### config.mk
export PLATFORM = sky130hd
export DESIGN_NAME = mac_accum_8
export DESIGN_NICKNAME = d
export VERILOG_FILES = /design/src/rtl/mac_pkg.sv /design/src/rtl/multiply8bits.sv /design/src/rtl/mac_accum_8.sv
export SDC_FILE = /design/constraint.sdc
export NUM_CORES = 1
export LEC_CHECK = 0
export ABC_AREA = 1
export CORE_MARGIN = 2
export CORE_UTILIZATION = 34
export CTS_CLUSTER_DIAMETER = 150
export DETAILED_ROUTE_END_ITERATION = 16
export SYNTH_ARGS = -nofsm -noshare
export SYNTH_HDL_FRONTEND = slang
export SYNTH_SLANG_ARGS = --single-unit
### constraint.sdc
create_clock -name clk -period 4.1 [get_ports clk]
set_input_delay 1.025 -clock clk [delete_from_list [all_inputs] [get_ports clk]]
set_output_delay 1.025 -clock clk [all_outputs]
set_load 0.02 [all_outputs]
### src/rtl/mac_pkg.sv
// Shared types and default widths for the mac_accum_8 multiply-accumulate stage.
package mac_pkg;

    typedef enum logic [1:0] {
        ACCUM = 2'd0,
        DRAIN = 2'd1,
        HOLD  = 2'd2
    } mac_state_e;

    localparam int MAC_ACC_W = 24;
    localparam int MAC_CNT_W = 16;

endpackage

### src/rtl/multiply8bits.sv
// Combinational unsigned 8x8 multiplier built from shifted partial products.
module multiply8bits (
    output logic [15:0] product,
    input  logic [7:0]  inp1,
    input  logic [7:0]  inp2
);

    logic [15:0] pp [8];

    genvar gi;
    generate
        for (gi = 0; gi < 8; gi++) begin : g_pp
            assign pp[gi] = inp2[gi] ? (16'(inp1) << gi) : 16'd0;
        end
    endgenerate

    always_comb begin
        product = '0;
        for (int i = 0; i < 8; i++) begin
            product = product + pp[i];
        end
    end

endmodule

### src/rtl/mac_accum_8.sv
// Two-stage operand/product pipeline feeding a wide accumulator; emits one
// dot-product result per in_last-terminated vector over a valid/ready port.
module mac_accum_8
    import mac_pkg::*;
#(
    parameter int ACC_W = MAC_ACC_W,
    parameter int CNT_W = MAC_CNT_W
) (
    input  logic             clk,
    input  logic             rst,
    input  logic             in_valid,
    output logic             in_ready,
    input  logic [7:0]       inp1,
    input  logic [7:0]       inp2,
    input  logic             in_last,
    output logic             out_valid,
    input  logic             out_ready,
    output logic [ACC_W-1:0] out_data,
    output logic [CNT_W-1:0] out_count,
    output logic             out_ovf
);

    mac_state_e        state_q;
    logic              in_ready_q;
    logic              out_valid_q;
    logic [ACC_W-1:0]  out_data_q;
    logic [CNT_W-1:0]  out_count_q;
    logic              out_ovf_q;

    logic              s1_valid_q;
    logic [7:0]        s1_a_q;
    logic [7:0]        s1_b_q;
    logic              s1_last_q;

    logic              s2_valid_q;
    logic [15:0]       s2_prod_q;
    logic              s2_last_q;

    logic [ACC_W-1:0]  acc_q,  acc_d;
    logic [CNT_W-1:0]  cnt_q,  cnt_d;
    logic              ovf_q,  ovf_d;

    logic              accept;
    logic              last_done;
    logic [15:0]       mult_prod;
    logic [ACC_W:0]    sum_w;
    logic [ACC_W-1:0]  acc_sum;
    logic [CNT_W-1:0]  cnt_inc;
    logic              ovf_new;

    multiply8bits u_mult (
        .product (mult_prod),
        .inp1    (s1_a_q),
        .inp2    (s1_b_q)
    );

    assign accept    = in_valid && in_ready_q;
    assign last_done = s2_valid_q && s2_last_q;

    // Extra top bit of the sum captures the carry that feeds the sticky flag.
    assign sum_w   = {1'b0, acc_q} + {1'b0, ACC_W'(s2_prod_q)};
    assign acc_sum = sum_w[ACC_W-1:0];
    assign ovf_new = ovf_q | sum_w[ACC_W];
    assign cnt_inc = (&cnt_q) ? cnt_q : cnt_q + CNT_W'(1);

    always_comb begin
        acc_d = acc_q;
        cnt_d = cnt_q;
        ovf_d = ovf_q;
        if (s2_valid_q) begin
            if (s2_last_q) begin
                acc_d = '0;
                cnt_d = '0;
                ovf_d = 1'b0;
            end else begin
                acc_d = acc_sum;
                cnt_d = cnt_inc;
                ovf_d = ovf_new;
            end
        end
    end

    always_ff @(posedge clk) begin
        if (rst) begin
            s1_valid_q <= 1'b0;
            s1_a_q     <= '0;
            s1_b_q     <= '0;
            s1_last_q  <= 1'b0;
            s2_valid_q <= 1'b0;
            s2_prod_q  <= '0;
            s2_last_q  <= 1'b0;
            acc_q      <= '0;
            cnt_q      <= '0;
            ovf_q      <= 1'b0;
        end else begin
            s1_valid_q <= accept;
            if (accept) begin
                s1_a_q    <= inp1;
                s1_b_q    <= inp2;
                s1_last_q <= in_last;
            end
            s2_valid_q <= s1_valid_q;
            if (s1_valid_q) begin
                s2_prod_q <= mult_prod;
                s2_last_q <= s1_last_q;
            end
            acc_q <= acc_d;
            cnt_q <= cnt_d;
            ovf_q <= ovf_d;
        end
    end

    // The result is captured from the live sum, so the final product never
    // needs to land in acc_q before being presented.
    always_ff @(posedge clk) begin
        if (rst) begin
            state_q     <= ACCUM;
            in_ready_q  <= 1'b1;
            out_valid_q <= 1'b0;
            out_data_q  <= '0;
            out_count_q <= '0;
            out_ovf_q   <= 1'b0;
        end else begin
            case (state_q)
                ACCUM: begin
                    if (accept && in_last) begin
                        state_q    <= DRAIN;
                        in_ready_q <= 1'b0;
                    end
                end
                DRAIN: begin
                    if (last_done) begin
                        state_q     <= HOLD;
                        out_valid_q <= 1'b1;
                        out_data_q  <= acc_sum;
                        out_count_q <= cnt_inc;
                        out_ovf_q   <= ovf_new;
                    end
                end
                HOLD: begin
                    if (out_valid_q && out_ready) begin
                        state_q     <= ACCUM;
                        out_valid_q <= 1'b0;
                        in_ready_q  <= 1'b1;
                    end
                end
                default: begin
                    state_q     <= ACCUM;
                    in_ready_q  <= 1'b1;
                    out_valid_q <= 1'b0;
                end
            endcase
        end
    end

    assign in_ready  = in_ready_q;
    assign out_valid = out_valid_q;
    assign out_data  = out_data_q;
    assign out_count = out_count_q;
    assign out_ovf   = out_ovf_q;

endmodule

# == After elaboration in Yosys (flattened, before gate mapping) ==
# Cells that the tools add are included.
# totals
out_inout_bits,43
reg_bits,122
word_cells,65
in_bits,21
# classes
muxes,22
n_reduce_logical,10
bitwise_logic,3
eq_ne,5
add_sub_neg,9
# ops
op,count
adder 16 bit,3
2-to-1 mux 16 bit,2
adder 24 x 16 -> 25 bit,1
2-to-1 mux 24 bit,1
"adder 16 x 1 -> 16 bit, second input constant",1
adder 16 x 12 -> 16 bit,1
adder 16 x 13 -> 16 bit,1
adder 16 x 14 -> 16 bit,1
adder 16 x 15 -> 16 bit,1
AND reduction 16 bit,1
2-to-1 mux 15 bit,1
2-to-1 mux 14 bit,1
2-to-1 mux 13 bit,1
2-to-1 mux 12 bit,1
2-to-1 mux 11 bit,1
2-to-1 mux 10 bit,1
2-to-1 mux 9 bit,1
AND reduction 3 bit,3
2-to-1 mux 8 bit,1
2-to-1 mux 2 bit,3
"inequality test 2 bit, second input constant",3
case mux 1 bit (3 select lines),2
case mux 2 bit (3 select lines),1
2-to-1 mux 1 bit,5
7 further kinds,11

# == Logic depth before layout (Yosys ltp) ==
# Gate-level depths: netlist of run 1.
# logic_depth
depth_word,8
mapped_depth,20
mapped_depth_nobuf,19

# == By module ==
# A second synthesis of run 1 with hierarchy kept.
# hier_totals
cells_unflattened,1280
area_unflattened_um2,8515.7
# by_module_without_submodules
mod,seq_area_each_um2,area_each_um2,cells_per_inst,instances
mac_accum_8,2442.3,6327.3,955,1
multiply8bits,0.0,2188.3,325,1

# == Least setup slack after synthesis of run 1 ==
# No wires, ideal clock.
# synth_timing
path_kind,register to register
start,register s1_a_q[2]
end,register s2_prod_q[15]
slack_ns,0.186
period_less_slack_ns,3.914
path_stages_with_launch,19
t_arrival_ns,3.805
required_ns,3.991
path_buffers,1
setup_ns,0.109
cell_sequence,dfxtp_1 -> clkbuf_1 -> nand2_1 -> inv_1 -> fa_1 -> fa_1 -> fa_1 -> inv_1 -> fa_1 -> inv_1 -> ha_1 -> a21oi_1 -> nor2_1 -> o21ai_0 -> nand3_1 -> nand2_1 -> nand3_1 -> nand2_1 -> inv_1
# synth_between
elab_chain_len,8
elab_cells_between_ends,15
cone_classes,add/sub: 7; mux: 8
# synth_lines
element,line_no,source
start: declaration,mac_accum_8.sv:31,logic [7:0] s1_a_q;
start signal: assignment,mac_accum_8.sv:98,s1_a_q <= inp1;
2-to-1 mux 8 bit / 2-to-1 mux 9 bit (equally long branches),multiply8bits.sv:13,assign pp[gi] = inp2[gi] ? (16'(inp1) << gi) : 16'd0;
adder 16 bit (3 in a row),multiply8bits.sv:20,product = product + pp[i];
adder 16 x 12 -> 16 bit,multiply8bits.sv:20,
adder 16 x 13 -> 16 bit,multiply8bits.sv:20,
adder 16 x 14 -> 16 bit,multiply8bits.sv:20,
adder 16 x 15 -> 16 bit (*),multiply8bits.sv:20,
end signal: assignment,mac_accum_8.sv:104,s2_prod_q <= mult_prod;
end: declaration,mac_accum_8.sv:36,logic [15:0] s2_prod_q;
# Mark *: on every way between the ends. The rest lies on a longest branch, timed or not.
# A chain may end at the register's enable or synchronous reset.

# == Final worst setup path of run 1 ==
# layout_timing
start,register s1_a_q[3]
end,register s2_prod_q[10]
# Same word-level chain as after synthesis.

==> results of run 1 <==
-- routing by layer --
layer | track usage | up-vias
met5 | 0 | -
met4 | 0.0442 | 0
met3 | 0.0296 | 15
met2 | 0.259 | 159
met1 | 0.249 | 3451
li1 | - | 4028
-- cell type report --
cell class	instances	share of cell area
Inverter	223	0.0830
Timing Repair Buffer	84	0.0776
Clock buffer	21	0.0446
Tap cell	324	0.0402
Clock inverter	11	0.0120
Sequential cell	122	0.244
Multi-Input combinational cell	889	0.498
-- final timing paths --
kind,cells past startpoint,endpoint,start
setup / recovery,15,s2_prod_q[10],s1_a_q[3]
hold / removal,2,acc_q[13],acc_q[13]
setup reg to reg,15,s2_prod_q[10],s1_a_q[3]
hold reg to reg,2,acc_q[13],acc_q[13]
-- report_power, final --
part / leakage (nW) / internal (mW) / switching, mW
clock: 0.277 / 0.910 / 0.580
sequential: 0.994 / 1.22 / 0.0429
combinational: 3.99 / 0.185 / 0.277
-- repair_timing --
action,CTS,global route
buffers inserted,0,1
setup endpoints to repair,4,7
pin swaps,0,6
gates resized for setup,4,26
-- flip-flops by register name, summed over array words and instances, names as in the netlist --
register    count
s2_last_q       1
in_ready        1
s1_b_q          8
ovf_q           1
cnt_q          16
s1_last_q       1
s2_prod_q      16
s1_a_q          8
out_data       24
s1_valid_q      1
state_q         2
out_count      16
acc_q          24
out_valid       1
out_ovf         1
s2_valid_q      1
-- cells in the mapped netlist (all sizes together) --
cell            n
clkbuf         35
xor2           19
ha             48
nand3          61
o31ai           1
and2            2
nand2         358
dlymetal6s2s    1
or2             7
dfxtp         122
nor2          180
o21a            1
o211ai          5
clkinv          1
nand3b          5
a21o            5
nand4          11
inv           222
dlygate4sd1     1
nor3           10
o22ai           1
a21oi          64
buf            14
o21ai          69
xnor2           2
a31oi           1
fa             39
-- through the flow --
| stage | setup WS, ns | instances | instance area (µm²) | hold WS [ns] | utilization |
|---|---|---|---|---|---|
| after floorplan | 0.186 | 1285 | 8470 | 0.446 | - |
| after global placement | 0.0660 | 1641 | 9420 | 0.450 | 0.386 |
| after detailed placement | 0.00413 | 1641 | 9420 | 0.458 | 0.386 |
| after CTS | 0.000306 | 1673 | 10000 | 0.467 | 0.410 |
| after global routing | -0.00438 | 1674 | 10100 | 0.491 | 0.414 |
| final | 0.195 | 1674 | 10100 | 0.468 | 0.414 |
-- critical path, stage by stage, from the launching register on --
cell                       delay (ns)
sky130_fd_sc_hd__dfxtp_2         0.34
sky130_fd_sc_hd__buf_4           0.16
sky130_fd_sc_hd__nand2_1         0.06
sky130_fd_sc_hd__inv_1           0.05
sky130_fd_sc_hd__fa_1            0.55
sky130_fd_sc_hd__fa_1            0.46
sky130_fd_sc_hd__fa_1            0.52
sky130_fd_sc_hd__fa_1            0.54
sky130_fd_sc_hd__ha_4            0.33
sky130_fd_sc_hd__nand2_1         0.07
sky130_fd_sc_hd__nand3_1         0.14
sky130_fd_sc_hd__a21oi_1         0.09
sky130_fd_sc_hd__or2_2           0.28
sky130_fd_sc_hd__nand3_1         0.07
sky130_fd_sc_hd__o211ai_1        0.10
sky130_fd_sc_hd__inv_1           0.08
-- kinds of logic after synthesis --
group                    Yosys count  synth area share
AO/OA/AOI/OAI                    147            0.0956
XOR/XNOR                          21            0.0217
adder cells (fa/ha/maj)           87             0.163
buffers and inverters            274             0.127
flip-flops                       122             0.288
AND/OR/NAND/NOR                  634             0.304
==> impl_metrics.env, run 1 <==
export IMPL_layout_filler_cells=2551
export IMPL_path_class="flop to flop"
export IMPL_multiInputGateArea_um2=5030
export IMPL_num_io_pins=64
export IMPL_drt_first_iter_violations=543
export IMPL_power_density_nw_per_um2=319
export IMPL_clock_tree_htree_level_count=4
export IMPL_netlist_top_cells_area="sky130_fd_sc_hd__dfxtp_1 (29%), sky130_fd_sc_hd__nand2_1 (16%), sky130_fd_sc_hd__inv_1 (9.8%), sky130_fd_sc_hd__fa_1 (9.2%), sky130_fd_sc_hd__nor2_1 (7.8%)"
export IMPL_most_common_layout_cells="sky130_fd_sc_hd__nand2_1 (347), sky130_fd_sc_hd__inv_1 (220), sky130_fd_sc_hd__nor2_1 (176), sky130_fd_sc_hd__dfxtp_1 (112), sky130_fd_sc_hd__o21ai_0 (63)"
export IMPL_pin_count_of_the_biggest_net_entering_global_routing=59
export IMPL_placement_io_buffers=63
export IMPL_met3WireLength_um=1040
export IMPL_vias_per_cell=4.57
export IMPL_clkTransAtPathRegs_ns=0.06
export IMPL_register_area_um2=2460
export IMPL_report_final_setup_viol=0
export IMPL_synth_fp_nets=1393
export IMPL_fp_dieH_um=162
export IMPL_type_of_origin_of_the_critical_path="flop"
export IMPL_rrSetupSlack_ns=0.19
export IMPL_place_congestion=0.894
export IMPL_ys_seq_area_frac=0.288
export IMPL_number_of_synthesized_register_bits=122
export IMPL_power_ir_vdd_worst_uv=305
export IMPL_insertion_delay_ns=0.42
export IMPL_worstSetupEndpointType="flop"
export IMPL_min_period_over_period=0.952
export IMPL_worst_pin_slew_ns=0.851
export IMPL_fmaxAchievable_ghz=0.256
export IMPL_netlist_area_leader_share=0.288
export IMPL_yosys_warnings=0
export IMPL_die_width_um=162
export IMPL_status="completed"
export IMPL_detailroute_via_count=7653
export IMPL_slew_limit_headroom=0.432
export IMPL_holdCritPathClass="flop to flop"
export IMPL_total_leakage_power_nw=5.26
export IMPL_dieArea_um2=26200
export IMPL_max_cap_violations=0
export IMPL_maxUsedRoutingLayer="met4"
export IMPL_netlist_area_um2=8470
export IMPL_syn_avg_cell_area_um2=6.59
export IMPL_core_area_um2=24400
export IMPL_commonest_non_fill_non_tap_cell_in_the_layout="sky130_fd_sc_hd__nand2_1"
export IMPL_postSynthCellCount=1285
export IMPL_synth_area_leader_cell="sky130_fd_sc_hd__dfxtp_1"
export IMPL_grt_first_pass_wirelength_um=36200
export IMPL_clock_sink_count=122
export IMPL_tritoncts_num_buffers=17
export IMPL_wp_data_required_ns=4.45
export IMPL_synth_cell_type_count=39
export IMPL_post_cts_hold_buffer_count=0
export IMPL_detail_placement_hpwl_um=16100
export IMPL_drt_drc_violations_left=0
export IMPL_final_layout_size_suffix_gt1_frac=0.0756
export IMPL_drt_wl_total_um=21500
export IMPL_cts_buffer_depth=2
export IMPL_track_usage=0.170
export IMPL_layout_nets=1445
export IMPL_crit_fanout=6
export IMPL_dr_wl_met2_um=9320
export IMPL_dr_pass1_iters=6
export IMPL_setup_tns_ns=0
export IMPL_fp_row_count=57
export IMPL_routed_wire_length_per_instance_um=12.9
export IMPL_number_of_pins_with_negative_max_slew_slack_in_the_final_report=0
export IMPL_antenna_left=0
export IMPL_globalRouteOverflowTotal=0
export IMPL_finalPower_mw=3.22
export IMPL_layout_min_cycle_time_ns=3.91
export IMPL_finalClockSkew_ns=0.0165
export IMPL_final_hold_viol_count=0
export IMPL_tritoncts="yes"
export IMPL_detail_route_wirelength_met1_um=10900
export IMPL_clk_root_buffer_cell="sky130_fd_sc_hd__clkbuf_16"
export IMPL_start_util=0.347
export IMPL_number_of_antenna_violations_at_the_first_check_in_global_routing=0
export IMPL_worst_endpoint_arrival_ns=4.26
export IMPL_antenna_cells=0
export IMPL_number_of_global_route_vias_before_repair=7253
export IMPL_area_delta_synth_final_pct=19.1
(Power assumes the default switching activity.)
==> run 2: changes to the inputs <==
- MAX_ROUTING_LAYER: unset -> met4
==> run 2 against run 1 <==
Compared with the run above: worst hold slack got worse by 0.0098 ns; clock-buffer cell count decreased by 2; maximum frequency increased by 0.48%; sequential power about the same; critical endpoint is now s2_prod_q[15].
==> impl_metrics.env, run 2 (synthesis results as in run 1) <==
export IMPL_status="completed"
export IMPL_power_density_nw_per_um2=325
export IMPL_drt_drc_violations_left=0
export IMPL_antenna_cells=0
export IMPL_layout_min_cycle_time_ns=3.89
export IMPL_setup_tns_ns=0
export IMPL_tritoncts="yes"
export IMPL_detail_placement_hpwl_um=15900
export IMPL_dpl_ws_ns=0.0240
export IMPL_number_of_global_route_vias_before_repair=7385
export IMPL_finalClockSkew_ns=0.0123
export IMPL_clock_tree_htree_level_count=4
export IMPL_area_delta_synth_final_pct=19.6
export IMPL_antenna_left=0
export IMPL_crit_fanout=9
export IMPL_core_area_um2=24400
export IMPL_number_of_pins_with_negative_max_slew_slack_in_the_final_report=0
export IMPL_power_ir_vdd_worst_uv=304
export IMPL_start_util=0.347
export IMPL_number_of_antenna_violations_at_the_first_check_in_global_routing=0
export IMPL_globalRouteOverflowTotal=0
export IMPL_clock_sink_count=122
export IMPL_fin_area_um2=10100
export IMPL_worst_endpoint_arrival_ns=4.20
export IMPL_rrSetupSlack_ns=0.21
export IMPL_dr_pass1_iters=5
export IMPL_finalPower_mw=3.30
export IMPL_report_final_setup_viol=0
export IMPL_final_hold_viol_count=0
export IMPL_layout_nets=1443
export IMPL_max_cap_violations=0
export IMPL_most_common_layout_cells="sky130_fd_sc_hd__nand2_1 (346), sky130_fd_sc_hd__inv_1 (219), sky130_fd_sc_hd__nor2_1 (175), sky130_fd_sc_hd__dfxtp_1 (111), sky130_fd_sc_hd__o21ai_0 (63)"
export IMPL_place_area_um2=9420
export IMPL_r2r_path_start="s1_a_q[4]"
export IMPL_holdCritPathClass="flop to flop"
export IMPL_num_io_pins=64
export IMPL_r2r_worst_path_cells=17
export IMPL_drt_wl_total_um=21500
export IMPL_final_layout_size_suffix_gt1_frac=0.0809
export IMPL_wp_data_required_ns=4.41
export IMPL_pin_count_of_the_biggest_net_entering_global_routing=82
export IMPL_tritoncts_num_buffers=17
export IMPL_fp_dieH_um=162
export IMPL_insertion_delay_ns=0.42
export IMPL_commonest_non_fill_non_tap_cell_in_the_layout="sky130_fd_sc_hd__nand2_1"
export IMPL_clkTransAtPathRegs_ns=0.06
export IMPL_fmaxAchievable_ghz=0.257
export IMPL_type_of_origin_of_the_critical_path="flop"
export IMPL_placedCellCount=1640
export IMPL_fp_row_count=57
export IMPL_setup_slack_ns=0.214
export IMPL_die_width_um=162
export IMPL_dieArea_um2=26200
export IMPL_path_class="flop to flop"
export IMPL_min_period_over_period=0.948
export IMPL_placement_io_buffers=63
export IMPL_cts_buffer_depth=2
export IMPL_regToRegEndpoint="s2_prod_q[15]"
export IMPL_grt_first_pass_wirelength_um=36500
export IMPL_startpoint="s1_a_q[4]"
export IMPL_routed_wire_length_per_instance_um=12.8
export IMPL_vias_per_cell=4.61
export IMPL_grt_setup_unrepaired="no"
export IMPL_slew_limit_headroom=0.366
export IMPL_track_usage=0.177
export IMPL_clk_root_buffer_cell="sky130_fd_sc_hd__clkbuf_16"
export IMPL_worst_pin_slew_ns=0.952
export IMPL_final_cell_count_no_fill=1672
export IMPL_drt_first_iter_violations=506
export IMPL_place_congestion=0.912
export IMPL_total_leakage_power_nw=5.25
export IMPL_worstSetupEndpointType="flop"
export IMPL_cp_endpoint="s2_prod_q[15]"
export IMPL_detailroute_via_count=7711
-- run 2: changes by cell type in the layout (fill, tap and decap cells not counted), sizes merged --
cell,delta
clkinv,-4
clkinvlp,+3
buf,-2
clkbuf,-2
inv,+2
bufinv,+1
-- run 2: layout make-up --
type | count | area (µm²)
clock buffer | 19 | 443
clock inverter | 13 | 168
fill | 2585 | 14300
inverter | 223 | 837
multi-input combinational | 889 | 5030
sequential | 122 | 2470
tap | 324 | 405
timing repair buffer | 82 | 781
-- run 2: report_power, final --
part	total [mW]	internal [mW]	switching, mW
logic	0.459	0.181	0.277
registers	1.27	1.22	0.0419
clock network	1.57	0.977	0.593
-- run 2: critical path: stages (launching register included) --
cell,delay (ns)
sky130_fd_sc_hd__dfxtp_4,0.38
sky130_fd_sc_hd__nand2_1,0.07
sky130_fd_sc_hd__inv_1,0.05
sky130_fd_sc_hd__fa_1,0.50
sky130_fd_sc_hd__fa_1,0.54
sky130_fd_sc_hd__fa_1,0.55
sky130_fd_sc_hd__inv_1,0.05
sky130_fd_sc_hd__fa_1,0.53
sky130_fd_sc_hd__inv_1,0.07
sky130_fd_sc_hd__ha_4,0.26
sky130_fd_sc_hd__a21oi_2,0.18
sky130_fd_sc_hd__nor2_1,0.06
sky130_fd_sc_hd__o21ai_1,0.17
sky130_fd_sc_hd__nand3_1,0.09
sky130_fd_sc_hd__nand2_1,0.07
sky130_fd_sc_hd__nand3_1,0.07
sky130_fd_sc_hd__nand2_1,0.09
sky130_fd_sc_hd__inv_1,0.04
-- run 2: per-layer routing --
layer / global-route usage / vias up / wire, µm
li1: - / 4031 / -
met1: 0.245 / 3497 / 10900
met2: 0.266 / 163 / 9240
met3: 0.0314 / 20 / 1000
met4: 0.0459 / 0 / 310
met5: - / - / 0
-- run 2: worst min path at each step --
stage                     depth (start not counted)  slack, ns         to  startpoint
final                                             2       0.46   in_ready    in_ready
after global routing                              2       0.48   in_ready    in_ready
after floorplan                                   2       0.45  s1_last_q   s1_last_q
after detailed placement                          2       0.45   in_ready    in_ready
after CTS                                         2       0.46   in_ready    in_ready
after global placement                            2       0.45   in_ready    in_ready
-- run 2: per-stage QoR --
stage	hold WS, ns	utilization
after global placement	0.449	0.386
after detailed placement	0.454	0.386
after floorplan	0.446	-
after CTS	0.463	0.412
after global routing	0.479	0.416
final	0.458	0.416
-- run 2: repair_timing --
item | 4_1_cts | 5_1_grt
resized for setup | 2 | 34
buffers inserted | 0 | 0
hold endpoints to repair | 0 | 0
pin swaps | 0 | 6
hold buffers | 0 | 0
setup endpoints to repair | 1 | 7
